**src/rtl/dmi_timeout_shim.sv**
```systemverilog
// dmi_timeout_shim
//
// Sits between the DMI transport master and the Debug Module DMI slave.
// Requests are buffered in a small FIFO, and only one transaction is ever
// outstanding at the Debug Module. NOP and reserved ops are answered
// locally. If the DM does not answer a READ/WRITE within TIMEOUT_CYCLES
// cycles, a FAILED response is synthesised so that a hung DM cannot stall
// the host. The late answer that eventually arrives for that abandoned
// transaction is consumed and dropped.
//
// Ports
//   clk, reset_n           clock; synchronous active-low reset
//   dtm_req_*              request channel from the transport (valid/ready)
//   dtm_resp_*             response channel to the transport (valid/ready)
//   dm_req_*               request channel to the Debug Module (valid/ready)
//   dm_resp_*              response channel from the Debug Module (valid/ready)
//   timeout_seen           sticky flag, set on the first timeout
//   dbg_state              current FSM state, for observation only
//
// Handshake rule on every channel: a transfer happens on a rising clock
// edge where valid and ready are both 1. A source holds valid and its
// payload stable until that transfer; a sink may change ready freely.
//
// Op codes:   0=NOP 1=READ 2=WRITE 3=reserved
// Resp codes: 0=OK  2=FAILED 3=BUSY

module dmi_timeout_shim #(
    parameter int ADDR_BITS      = 7,
    parameter int REQ_DEPTH      = 2,
    parameter int TIMEOUT_CYCLES = 1024
) (
    input  logic                 clk,
    input  logic                 reset_n,

    input  logic                 dtm_req_valid,
    output logic                 dtm_req_ready,
    input  logic [ADDR_BITS-1:0] dtm_req_addr,
    input  logic [1:0]           dtm_req_op,
    input  logic [31:0]          dtm_req_data,

    output logic                 dtm_resp_valid,
    input  logic                 dtm_resp_ready,
    output logic [1:0]           dtm_resp_resp,
    output logic [31:0]          dtm_resp_data,

    output logic                 dm_req_valid,
    input  logic                 dm_req_ready,
    output logic [ADDR_BITS-1:0] dm_req_addr,
    output logic [1:0]           dm_req_op,
    output logic [31:0]          dm_req_data,

    input  logic                 dm_resp_valid,
    output logic                 dm_resp_ready,
    input  logic [1:0]           dm_resp_resp,
    input  logic [31:0]          dm_resp_data,

    output logic                 timeout_seen,
    output logic [1:0]           dbg_state
);

    localparam int PTR_W = (REQ_DEPTH > 1) ? $clog2(REQ_DEPTH) : 1;
    localparam int CNT_W = PTR_W + 1;
    // With the timeout disabled the timer is unused; keep it one bit wide.
    localparam int TMR_W = (TIMEOUT_CYCLES > 0) ? $clog2(TIMEOUT_CYCLES + 1) : 1;
    localparam logic [TMR_W-1:0] TMR_LAST = TMR_W'(TIMEOUT_CYCLES - 1);
    localparam logic [TMR_W-1:0] TMR_MAX  = '1;

    localparam logic [1:0] OP_NOP  = 2'd0;
    localparam logic [1:0] OP_RSVD = 2'd3;
    localparam logic [1:0] RESP_OK     = 2'd0;
    localparam logic [1:0] RESP_FAILED = 2'd2;

    typedef enum logic [1:0] {
        S_IDLE  = 2'd0,
        S_ISSUE = 2'd1,
        S_WAIT  = 2'd2,
        S_RESP  = 2'd3
    } state_t;

    state_t state;

    // ------------------------------------------------------------------
    // Request FIFO
    // ------------------------------------------------------------------
    logic [ADDR_BITS-1:0] fifo_addr [REQ_DEPTH];
    logic [1:0]           fifo_op   [REQ_DEPTH];
    logic [31:0]          fifo_data [REQ_DEPTH];
    logic [PTR_W-1:0]     wr_ptr;
    logic [PTR_W-1:0]     rd_ptr;
    logic [CNT_W-1:0]     count;

    logic                 fifo_full;
    logic                 fifo_empty;
    logic                 push;
    logic                 pop;
    logic [ADDR_BITS-1:0] head_addr;
    logic [1:0]           head_op;
    logic [31:0]          head_data;

    logic [TMR_W-1:0]     timer;
    // Set when a transaction was abandoned by timeout: the DM still owes
    // one response, which must be swallowed before anything new is issued.
    logic                 stale;

    assign fifo_full     = (count == CNT_W'(REQ_DEPTH));
    assign fifo_empty    = (count == '0);
    // No bypass: a full FIFO refuses even if it pops in the same cycle.
    assign dtm_req_ready = !fifo_full;
    assign push          = dtm_req_valid && !fifo_full;

    assign head_addr = fifo_addr[rd_ptr];
    assign head_op   = fifo_op[rd_ptr];
    assign head_data = fifo_data[rd_ptr];

    // Local ops leave the FIFO straight from IDLE; DM ops leave it only
    // when the DM accepts them, so the head stays valid while ISSUE waits.
    always_comb begin
        pop = 1'b0;
        case (state)
            S_IDLE:  pop = !fifo_empty && !stale &&
                           (head_op == OP_NOP || head_op == OP_RSVD);
            S_ISSUE: pop = dm_req_ready;
            default: pop = 1'b0;
        endcase
    end

    always_ff @(posedge clk) begin
        if (!reset_n) begin
            wr_ptr <= '0;
            rd_ptr <= '0;
            count  <= '0;
        end else begin
            if (push) wr_ptr <= wr_ptr + PTR_W'(1);
            if (pop)  rd_ptr <= rd_ptr + PTR_W'(1);
            count <= count + CNT_W'(push) - CNT_W'(pop);
        end
    end

    // Storage needs no reset: occupancy is tracked by count alone.
    always_ff @(posedge clk) begin
        if (push) begin
            fifo_addr[wr_ptr] <= dtm_req_addr;
            fifo_op[wr_ptr]   <= dtm_req_op;
            fifo_data[wr_ptr] <= dtm_req_data;
        end
    end

    // ------------------------------------------------------------------
    // Transaction FSM
    // ------------------------------------------------------------------
    assign dm_resp_ready = (state == S_WAIT) || stale;
    assign dbg_state     = state;

    always_ff @(posedge clk) begin
        if (!reset_n) begin
            state          <= S_IDLE;
            timer          <= '0;
            stale          <= 1'b0;
            timeout_seen   <= 1'b0;
            dm_req_valid   <= 1'b0;
            dm_req_addr    <= '0;
            dm_req_op      <= '0;
            dm_req_data    <= '0;
            dtm_resp_valid <= 1'b0;
            dtm_resp_resp  <= '0;
            dtm_resp_data  <= '0;
        end else begin
            // The first DM response seen while stale belongs to the
            // abandoned transaction; it is dropped here. stale is never 1
            // in WAIT, so this cannot collide with the timeout below.
            if (stale && dm_resp_valid) stale <= 1'b0;

            case (state)
                S_IDLE: begin
                    if (!fifo_empty && !stale) begin
                        case (head_op)
                            OP_NOP: begin
                                dtm_resp_valid <= 1'b1;
                                dtm_resp_resp  <= RESP_OK;
                                dtm_resp_data  <= '0;
                                state          <= S_RESP;
                            end
                            OP_RSVD: begin
                                dtm_resp_valid <= 1'b1;
                                dtm_resp_resp  <= RESP_FAILED;
                                dtm_resp_data  <= '0;
                                state          <= S_RESP;
                            end
                            default: begin
                                dm_req_valid <= 1'b1;
                                dm_req_addr  <= head_addr;
                                dm_req_op    <= head_op;
                                dm_req_data  <= head_data;
                                state        <= S_ISSUE;
                            end
                        endcase
                    end
                end

                S_ISSUE: begin
                    if (dm_req_ready) begin
                        dm_req_valid <= 1'b0;
                        timer        <= '0;
                        state        <= S_WAIT;
                    end
                end

                S_WAIT: begin
                    if (timer != TMR_MAX) timer <= timer + TMR_W'(1);
                    // A real response always beats a timeout in the same cycle.
                    if (dm_resp_valid) begin
                        dtm_resp_valid <= 1'b1;
                        dtm_resp_resp  <= dm_resp_resp;
                        dtm_resp_data  <= dm_resp_data;
                        state          <= S_RESP;
                    end else if (TIMEOUT_CYCLES != 0 && timer == TMR_LAST) begin
                        dtm_resp_valid <= 1'b1;
                        dtm_resp_resp  <= RESP_FAILED;
                        dtm_resp_data  <= '0;
                        stale          <= 1'b1;
                        timeout_seen   <= 1'b1;
                        state          <= S_RESP;
                    end
                end

                S_RESP: begin
                    if (dtm_resp_ready) begin
                        dtm_resp_valid <= 1'b0;
                        state          <= S_IDLE;
                    end
                end

                default: state <= S_IDLE;
            endcase
        end
    end

endmodule

```
**config.mk**
```make
export PLATFORM = sky130hd
export DESIGN_NAME = dmi_timeout_shim
export DESIGN_NICKNAME = d
export VERILOG_FILES = /design/src/rtl/dmi_timeout_shim.sv
export SDC_FILE = /design/constraint.sdc
export NUM_CORES = 1
export LEC_CHECK = 0
export ABC_AREA = 1
export CAP_MARGIN = 20
export CORE_MARGIN = 2
export CORE_UTILIZATION = 44
export DETAILED_ROUTE_END_ITERATION = 6
export GPL_TIMING_DRIVEN = 0
export PLACE_DENSITY = 0.83
export SLEW_MARGIN = 5
export SYNTH_ARGS = -nofsm -noshare
export SYNTH_HDL_FRONTEND = slang
export SYNTH_SLANG_ARGS = --single-unit
```
**constraint.sdc**
```tcl
create_clock -name clk -period 3.95 [get_ports clk]
set_input_delay 1.185 -clock clk [delete_from_list [all_inputs] [get_ports clk]]
set_output_delay 1.185 -clock clk [all_outputs]
set_load 0.05 [all_outputs]
```
* Yosys cells after proc, flatten, opt, wreduce, memory -nomap -nowiden
Memories as Yosys holds them, arrays and structs flattened. A register that Yosys moved wholly into a read port is not among the register bits.
Index checks and enable logic that the tools add are counted.
** Storage, ports and cells
- Register bits after elaboration :: 57
- Memory bits (writable) :: 82
- Output and inout bits :: 82
- Word-level logic and storage cells :: 103
- Memories kept :: 3
** Memory list
- fifo_data :: words 2, bits a word 32, rd ports 1, clocked after Yosys merged registers in 1, wr ports 1, RTL line 87 : logic [31:0] fifo_data [REQ_DEPTH];
- fifo_addr :: words 2, bits a word 7, rd ports 1, clocked after Yosys merged registers in 1, wr ports 1, RTL line 85 : logic [ADDR_BITS-1:0] fifo_addr [REQ_DEPTH];
- fifo_op :: words 2, bits a word 2, rd ports 1, clocked after Yosys merged registers in 1, wr ports 1, RTL line 86 : logic [1:0] fifo_op [REQ_DEPTH];
** Cells by class
- $add $sub $neg :: 5
- Equality and inequality tests :: 15
- Mux-type cells :: 39
- Bitwise logic cells :: 2
- Reductions and logical operators :: 27
** Operator list (number)
- 32-bit 2-to-1 mux :: 4
- 32-bit case mux with 2 select lines :: 1
- 11-bit 2-to-1 mux :: 2
- 11-bit case mux with 2 select lines :: 1
- 2-bit 2-to-1 mux :: 9
- 1-bit 2-to-1 mux :: 16
- 4-bit AND reduction :: 4
- 11-bit by 1-bit adder with 11-bit output, second input constant :: 1
- 11-bit by 10-bit equality test with 1-bit output, second input constant :: 1
- 11-bit != test, second input constant :: 1
- 2-bit != test, second input constant :: 5
- 3-bit AND reduction :: 3
- 2-bit equality test, second input constant :: 4
- 2-bit case mux with 2 select lines :: 2
- 2-bit case mux with 4 select lines :: 1
- 2-bit zero test :: 3
- 2-bit nonzero test :: 3
- 1-bit zero test :: 5
- 5-bit AND reduction :: 1
- 1-bit logical AND :: 4
- 1-bit case mux with 2 select lines :: 2
- 3-bit by 2-bit != test with 1-bit output, second input constant :: 1
- 3-bit != test, second input constant :: 1
- 1-bit case mux with 3 select lines :: 1
- 9 further kinds :: 12

* Depth between registers and ports, before layout
Gate-level depths: netlist of run 1.
- Depth in word-level cells :: 7
- Mapped depth :: 12
- Depth with buffers taken out :: 12

* Worst setup path after synthesis of run 1
No wires, ideal clock.
- Kind :: input to register
- From :: input dtm_req_valid
- To :: memory fifo_addr[1][0] (enable)
- Setup time :: 0.441 ns
- Data arrival time :: 3.053 ns
- Required time :: 3.509 ns
- Path slack :: 0.456 ns
- Stages :: 2
- Path buffers :: 0
- Cells stage by stage :: nand2_1 nor2_1
** Between the ends
- Cells in the longest elaborated chain, start to end :: 3
** RTL lines
- start: declaration :: RTL line 35 : input logic dtm_req_valid,
- 1-bit logical AND :: RTL line 109 : assign push = dtm_req_valid && !fifo_full;
- 1-bit 2-to-1 mux :: RTL line 141 : if (push) begin
- 1-bit 2-to-1 mux (implied by the code) :: RTL line 142 : fifo_addr[wr_ptr] <= dtm_req_addr;
- end: declaration :: RTL line 85
No other way between the ends.

* Worst setup path after layout of run 1
- From :: register state[0], in the netlist dbg_state[0]
- To :: output dm_resp_ready
** Between the ends
- Cells in the longest elaborated chain, start to end :: 2
** RTL lines
- start: declaration :: RTL line 80 : state_t state;
- start signal: assignment :: RTL line 156 : state <= S_IDLE;
- start signal: assignment :: RTL line 181 : state <= S_RESP;
- start signal: assignment :: RTL line 187 : state <= S_RESP;
- 2-bit equality test :: RTL line 151 : assign dm_resp_ready = (state == S_WAIT) || stale;
- 1-bit logical OR :: RTL line 151
- end: declaration :: RTL line 53 : output logic dm_resp_ready,
No other way between the ends.

==> flow_summary.ini, run 1 <==
[layout]
diodes = 0
final_area_um2 = 9520
register_area_um2 = 4400
syn_to_final_growth_pct = 36.5
fin_nets = 958
multi_input_area_um2 = 2250
drive_gt1_share_pct = 9.42
nFillCells = 1314
final_util_pct = 60.6

[drt]
drt_iter0_markers = 242
routedWlPerCell_um = 14.7
drc = 0
ant_nets = 0
viasPerCell = 4.82
drt-pass1-iter-count = 5
wirelength_um = 16100
vias = 5284

[synthesis]
synthArstFlopShare_pct = 0
synthesis.area_um2 = 6980
synth_edf_count = 82
synth-adder-area-share_pct = 1.61
synthXorXnorAreaFrac_pct = 0.126
synth_compound_area_share_pct = 7.42
ys_types = 33
synth_top_family_by_area = simple AND/OR/NAND/NOR gates
yosysWarnings = 0
syn_nets = 776
synth_most_common_cell = nand2_1
synth.top_cells.by_count = nand2_1 (146), dfxtp_1 (97), nor2_1 (90)
netlist_instances = 686
yosys.area.top_type = edfxtp_1
synthMuxAreaShare_pct = 5.92
synth_top_cells_by_area = edfxtp_1 (35%), dfxtp_1 (28%), nand2_1 (7.9%)
syn_area_per_cell_um2 = 10.2
ys_seq_elements = 179
synth-simple-area-share_pct = 16.9
yosysSeqAreaShare_pct = 63.1
synth_ff_type = dfxtp_1
yosysTopAreaCellShare_pct = 35.3

[power_and_ir_drop]
power_per_cell_area_nw_per_um2 = 854
irDropWorstVdd_uv = 535
total_power_mw = 8.14
leakage_nw = 3.57

[clock_tree]
cts_tree = built
cts-root-buf = clkbuf_16
cts_resized = 0
cts-buffers-inserted = 17
cts_sinks = 179
clk_path_buf_depth = 2
clk_latency_ns = 0.42
cts.clk_slew.worst_paths_ns = 0.06
cts_setup_buffers = 0
hold_buffers = 0
htree_levels = 4

[floorplan]
rows = 46
ios = 163
die_height_um = 130
die_area_um2 = 16900
initial_utilization_pct = 44.4
core_um2 = 15700
dieWidth_um = 130

[sta]
slew_headroom_pct = 49.0
rsz0062_at_grt = no
hold_viol = 0
slew_violations = 0
setup_violations = 0
fmax_mhz = 299
min_period_over_period_pct = 84.7
holdWs_ns = 0.459
worst_slew_pin_slew_ns = 0.764
setup-tns-final_ns = 0
finClkSkew_ns = 0.0125
period_minus_slack_ns = 3.35

[critical_path]
crit_path_top_delay_cell = clkdlybuf4s50_1
critPathLaunchType = flip-flop
crit_arrival_ns = 2.16
required_ns = 2.76
crit_type = flip-flop to output pin
crit_path_end_kind = output pin
cp_slowest_stage_delay_ns = 0.82
crit_family = buffers and inverters
cp_max_fo = 7
crit_chain = inv_1, ha_1, inv_2, nand2_1, clkdlybuf4s50_1
cp.buffers_inverters = 3

[global_route]
grt_pass1_wl_um = 25800
grt.total_usage_pct = 19.7
grt-ovfl-total = 0
grt_pass1_vias = 5271
grt_max_degree = 23
antenna_found_initial = 0

[run]
drv_cap = 0

[place]
placedInstanceArea_um2 = 8930
dp_hpwl_um = 11400
gp_congestion = 0.810
numPortBuffers = 161

[min_path]
hp-class = flip-flop to flip-flop

[status]
status = finished, final reports clean
through the flow:
| step | instances | worst slack, ns |
|---|---|---|
| global route | 1097 | 0.477 |
| global placement | 1063 | -1.11 |
| floorplan | 686 | 0.456 |
| detailed placement | 1065 | 0.904 |
| finish | 1097 | 0.602 |
| CTS | 1097 | 0.560 |
placed cells by master (no fill, tap or decap), types with 4 or more instances in the layout:
master,n
mux2i_1,39
inv_2,5
dfxtp_1,97
nand2_1,146
edfxtp_1,82
clkbuf_16,17
nor3_1,5
nand2_2,4
o21ai_0,8
a21oi_1,48
ha_1,9
inv_1,36
clkdlybuf4s50_1,161
nor2_1,88
inv_6,6
clkbuf_1,14
inv_8,4
nand4_1,8
nor2_2,13
buf_2,14
nand3_1,10
o21ai_1,40
tightest hold or removal path, cell delays in order, from the launching register on:
cell and delay (ns):
dfxtp_1 0.31, inv_1 0.05, a21oi_1 0.05
layer usage:
metal | up-vias | global-route usage [%] | part of all wire (%)
li1 | 2646 | - | -
met5 | - | 0 | 0
met1 | 2458 | 23.0 | 42
met3 | 12 | 7.63 | 8.0
met2 | 168 | 34.2 | 50
met4 | 0 | 5.19 | 0.66
where the power goes:
group	internal [mW]	switching (mW)
clock	0.959	0.747
combinational	1.28	2.46
sequential	2.44	0.252
final timing paths:
path | startpoint | to | slack (ns) | depth (start not counted)
hold / removal | timeout_seen$_SDFFE_PN0P_ | timeout_seen$_SDFFE_PN0P_ | 0.46 | 2
hold reg to reg | timeout_seen$_SDFFE_PN0P_ | timeout_seen$_SDFFE_PN0P_ | 0.46 | 2
setup reg to reg | flip-flop | count[1]$_SDFF_PN0_ | 1.56 | 11
setup / recovery | dbg_state[0]$_SDFFE_PN0P_ | dm_resp_ready | 0.60 | 5
sequential cells by signal (all words and copies together), names as in the netlist, 4 cells and up, named ones only:
signal / cells
fifo_op: 4
dtm_resp_data: 32
dm_req_data: 32
fifo_data: 64
timer: 11
fifo_addr: 14
dm_req_addr: 7
final cells by class:
cell class | instances | area share (%)
Buffer | 32 | 1.90
Clock buffer | 18 | 4.51
Clock inverter | 14 | 1.75
Inverter | 42 | 1.68
Multi-Input combinational cell | 433 | 23.6
Sequential cell | 179 | 46.2
Tap cell | 216 | 2.84
Timing Repair Buffer | 163 | 17.5
cells by family after synthesis:
family / count (synthesis)
simple gates: 282
flops: 179
compound gates: 100
buf+inv: 74
mux: 41
fa+ha+maj: 9
xor+xnor: 1
No activity file was read; power rests on OpenSTA's default activity.
==> run 2, diff against run 1 <==
==> constraint.sdc (replaced) <==
create_clock -name clk -period 3.39 [get_ports clk]
set_input_delay 1.017 -clock clk [delete_from_list [all_inputs] [get_ports clk]]
set_output_delay 1.017 -clock clk [all_outputs]
set_load 0.05 [all_outputs]
==> results of run 2 <==
Same layout as run 1 (identical final DEF). Status: finished, final reports clean.
Among the figures that moved: setup slack after placement 0.904 ns -> 0.512 ns; setup slack after layout 0.602 ns -> 0.210 ns; register-to-register setup slack 1.56 ns -> 1.00 ns; total power 8.14 mW -> 9.48 mW; worst IR drop on VDD 535 µV -> 624 µV
==> run 3, diff against run 2 <==
--- a/config.mk
+++ b/config.mk
@@ -9,9 +9,10 @@
 export CAP_MARGIN = 20
 export CORE_MARGIN = 2
 export CORE_UTILIZATION = 44
+export CTS_BUF_LIST = sky130_fd_sc_hd__clkbuf_8
 export DETAILED_ROUTE_END_ITERATION = 6
 export GPL_TIMING_DRIVEN = 0
-export PLACE_DENSITY = 0.83
+export PLACE_DENSITY = 0.75
 export SLEW_MARGIN = 5
 export SYNTH_ARGS = -nofsm -noshare
 export SYNTH_HDL_FRONTEND = slang
==> run 3 against run 2 <==
  * Sequential share of layout area is 0.85 points higher
  * Setup slack worse by 0.018 ns
  * Sequential power hardly changed
  * Fmax is 0.56% lower
  * Global-route usage is 0.77 points lower
  * Largest power group unchanged
  * Die area stayed put
  * Combinational power hardly changed
==> flow_summary.ini, run 3 (same netlist as run 1, synthesis figures left out) <==
[status]
status = finished, final reports clean

[power_and_ir_drop]
irDropWorstVdd_uv = 501
power_frac_clock_pct = 17.0
power_per_cell_area_nw_per_um2 = 961
p_int_mw = 5.02
combPwrFrac_pct = 48.3
sw_frac_of_total_pct = 44.1
seq_power_share_pct = 34.8
leakage_nw = 3.50
p_sw_mw = 3.96
total_power_mw = 8.98

[floorplan]
dieWidth_um = 130
core_um2 = 15700
rows = 46
ios = 163
die_area_um2 = 16900
die_height_um = 130
initial_utilization_pct = 44.4

[critical_path]
critPathLaunchType = flip-flop
crit_type = flip-flop to output pin
r2r_cells = 11
crit_arrival_ns = 2.18
worstReg2RegEnd = count[1]$_SDFF_PN0_
cp_max_fo = 7
required_ns = 2.37
rrSetupSlack_ns = 1.07
crit_path_end_kind = output pin

[global_route]
antenna_found_initial = 0
grt.total_usage_pct = 19.0
grt-ovfl-total = 0
grt_pass1_vias = 5041
grt_pass1_wl_um = 24800
grt_max_degree = 27

[sta]
rsz0062_at_grt = no
slew_headroom_pct = 41.2
period_minus_slack_ns = 3.20
min_period_over_period_pct = 94.3
hold_viol = 0
slew_violations = 0
finClkSkew_ns = 0.00790
setup_violations = 0
fmax_mhz = 313
holdWs_ns = 0.456
worst_slew_pin_slew_ns = 0.880

[drt]
wirelength_um = 15500
viasPerCell = 4.74
drt-pass1-iter-count = 4
routedWlPerCell_um = 14.1
drt_iter0_markers = 197
ant_nets = 0
vias = 5195
drc = 0

[layout]
fin_nets = 958
layoutNonFillerInstCount = 1097
final_common_cell = clkdlybuf4s50_1
drive_gt1_share_pct = 9.65
multi_input_area_um2 = 2250
final_cell_mix = clkdlybuf4s50_1 (161), nand2_1 (146), dfxtp_1 (97), nor2_1 (88), edfxtp_1 (82)
largest_reg_flops = 64
diodes = 0
nFillCells = 1391
syn_to_final_growth_pct = 34.1
register_area_um2 = 4400
largestRegisters = fifo_data x64, dm_req_data x32, dtm_resp_data x32
final_util_pct = 59.5
final_area_um2 = 9350
regMostFlops = fifo_data

[clock_tree]
cts_tree = built
cts-buffers-inserted = 17
cts_sinks = 179
cts.clk_slew.worst_paths_ns = 0.10
htree_levels = 4
clk_path_buf_depth = 2
clk_latency_ns = 0.46
hold_buffers = 0
cts_resized = 0
cts_setup_buffers = 0
cts-root-buf = clkbuf_8

[run]
drv_cap = 0

[place]
gp_congestion = 0.802
dp.cells = 1065
placedInstanceArea_um2 = 8930
dp_hpwl_um = 11000
numPortBuffers = 161

[min_path]
worstHoldPathCells = 2
hold_end = timeout_seen$_SDFFE_PN0P_
hp-class = flip-flop to flip-flop
worstHoldStart = timeout_seen$_SDFFE_PN0P_
## run 3: metrics by stage
| step | setup TNS, ns | worst slack, ns |
|---|---|---|
| after global routing | 0 | 0.0107 |
| after global placement | -127.89 | -1.56 |
| after detailed placement | 0 | 0.409 |
| after floorplan | 0 | 0.0636 |
| after CTS | 0 | 0.129 |
| final | 0 | 0.193 |
## run 3: worst max path at each step
stage	cells past startpoint	end	slack [ns]	start
global placement	3	fifo_data[1][3]$_DFFE_PP_	-1.56	dtm_req_valid
detailed placement	4	fifo_data[1][25]$_DFFE_PP_	0.41	dtm_req_valid
finish	5	dm_resp_ready	0.19	dbg_state[0]$_SDFFE_PN0P_
CTS	5	dm_resp_ready	0.13	dbg_state[0]$_SDFFE_PN0P_
floorplan	2	fifo_addr[1][0]$_DFFE_PP_	0.06	dtm_req_valid
global route	5	dm_resp_ready	0.01	dbg_state[0]$_SDFFE_PN0P_
## run 3: final cells by class
cell class	instances	share of cell area, %
sequential	179	47.1
buffer	32	1.94
clock buffer	17	2.50
tap	216	2.89
clock inverter	15	2.03
multi-input combinational	433	24.0
inverter	42	1.71
timing repair buffer	163	17.8
## run 3: worst max-delay path, stage by stage (launching register included)
cell and delay, ns:
dfxtp_1 0.35, inv_1 0.12, ha_1 0.24, inv_2 0.11
nand2_1 0.08, clkdlybuf4s50_1 0.82
## run 3: layer usage
| layer | track usage [%] | vias to the layer above | share of wire [%] |
|---|---|---|---|
| met1 | 23.1 | 2398 | 44 |
| met3 | 6.89 | 16 | 8.0 |
| met5 | 0 | - | 0 |
| met4 | 5.31 | 0 | 1.2 |
| met2 | 31.9 | 138 | 47 |
| li1 | - | 2643 | - |
## run 3: power by group through the flow
stage               clock network [mW]  logic, mW  registers [mW]
floorplan                            0       1.64            4.51
global placement                     0       4.27            3.17
detailed placement                   0       4.36            3.17
CTS                               1.57       4.38            3.13
global route                      1.65       4.69            3.19
finish                            1.53       4.34            3.12
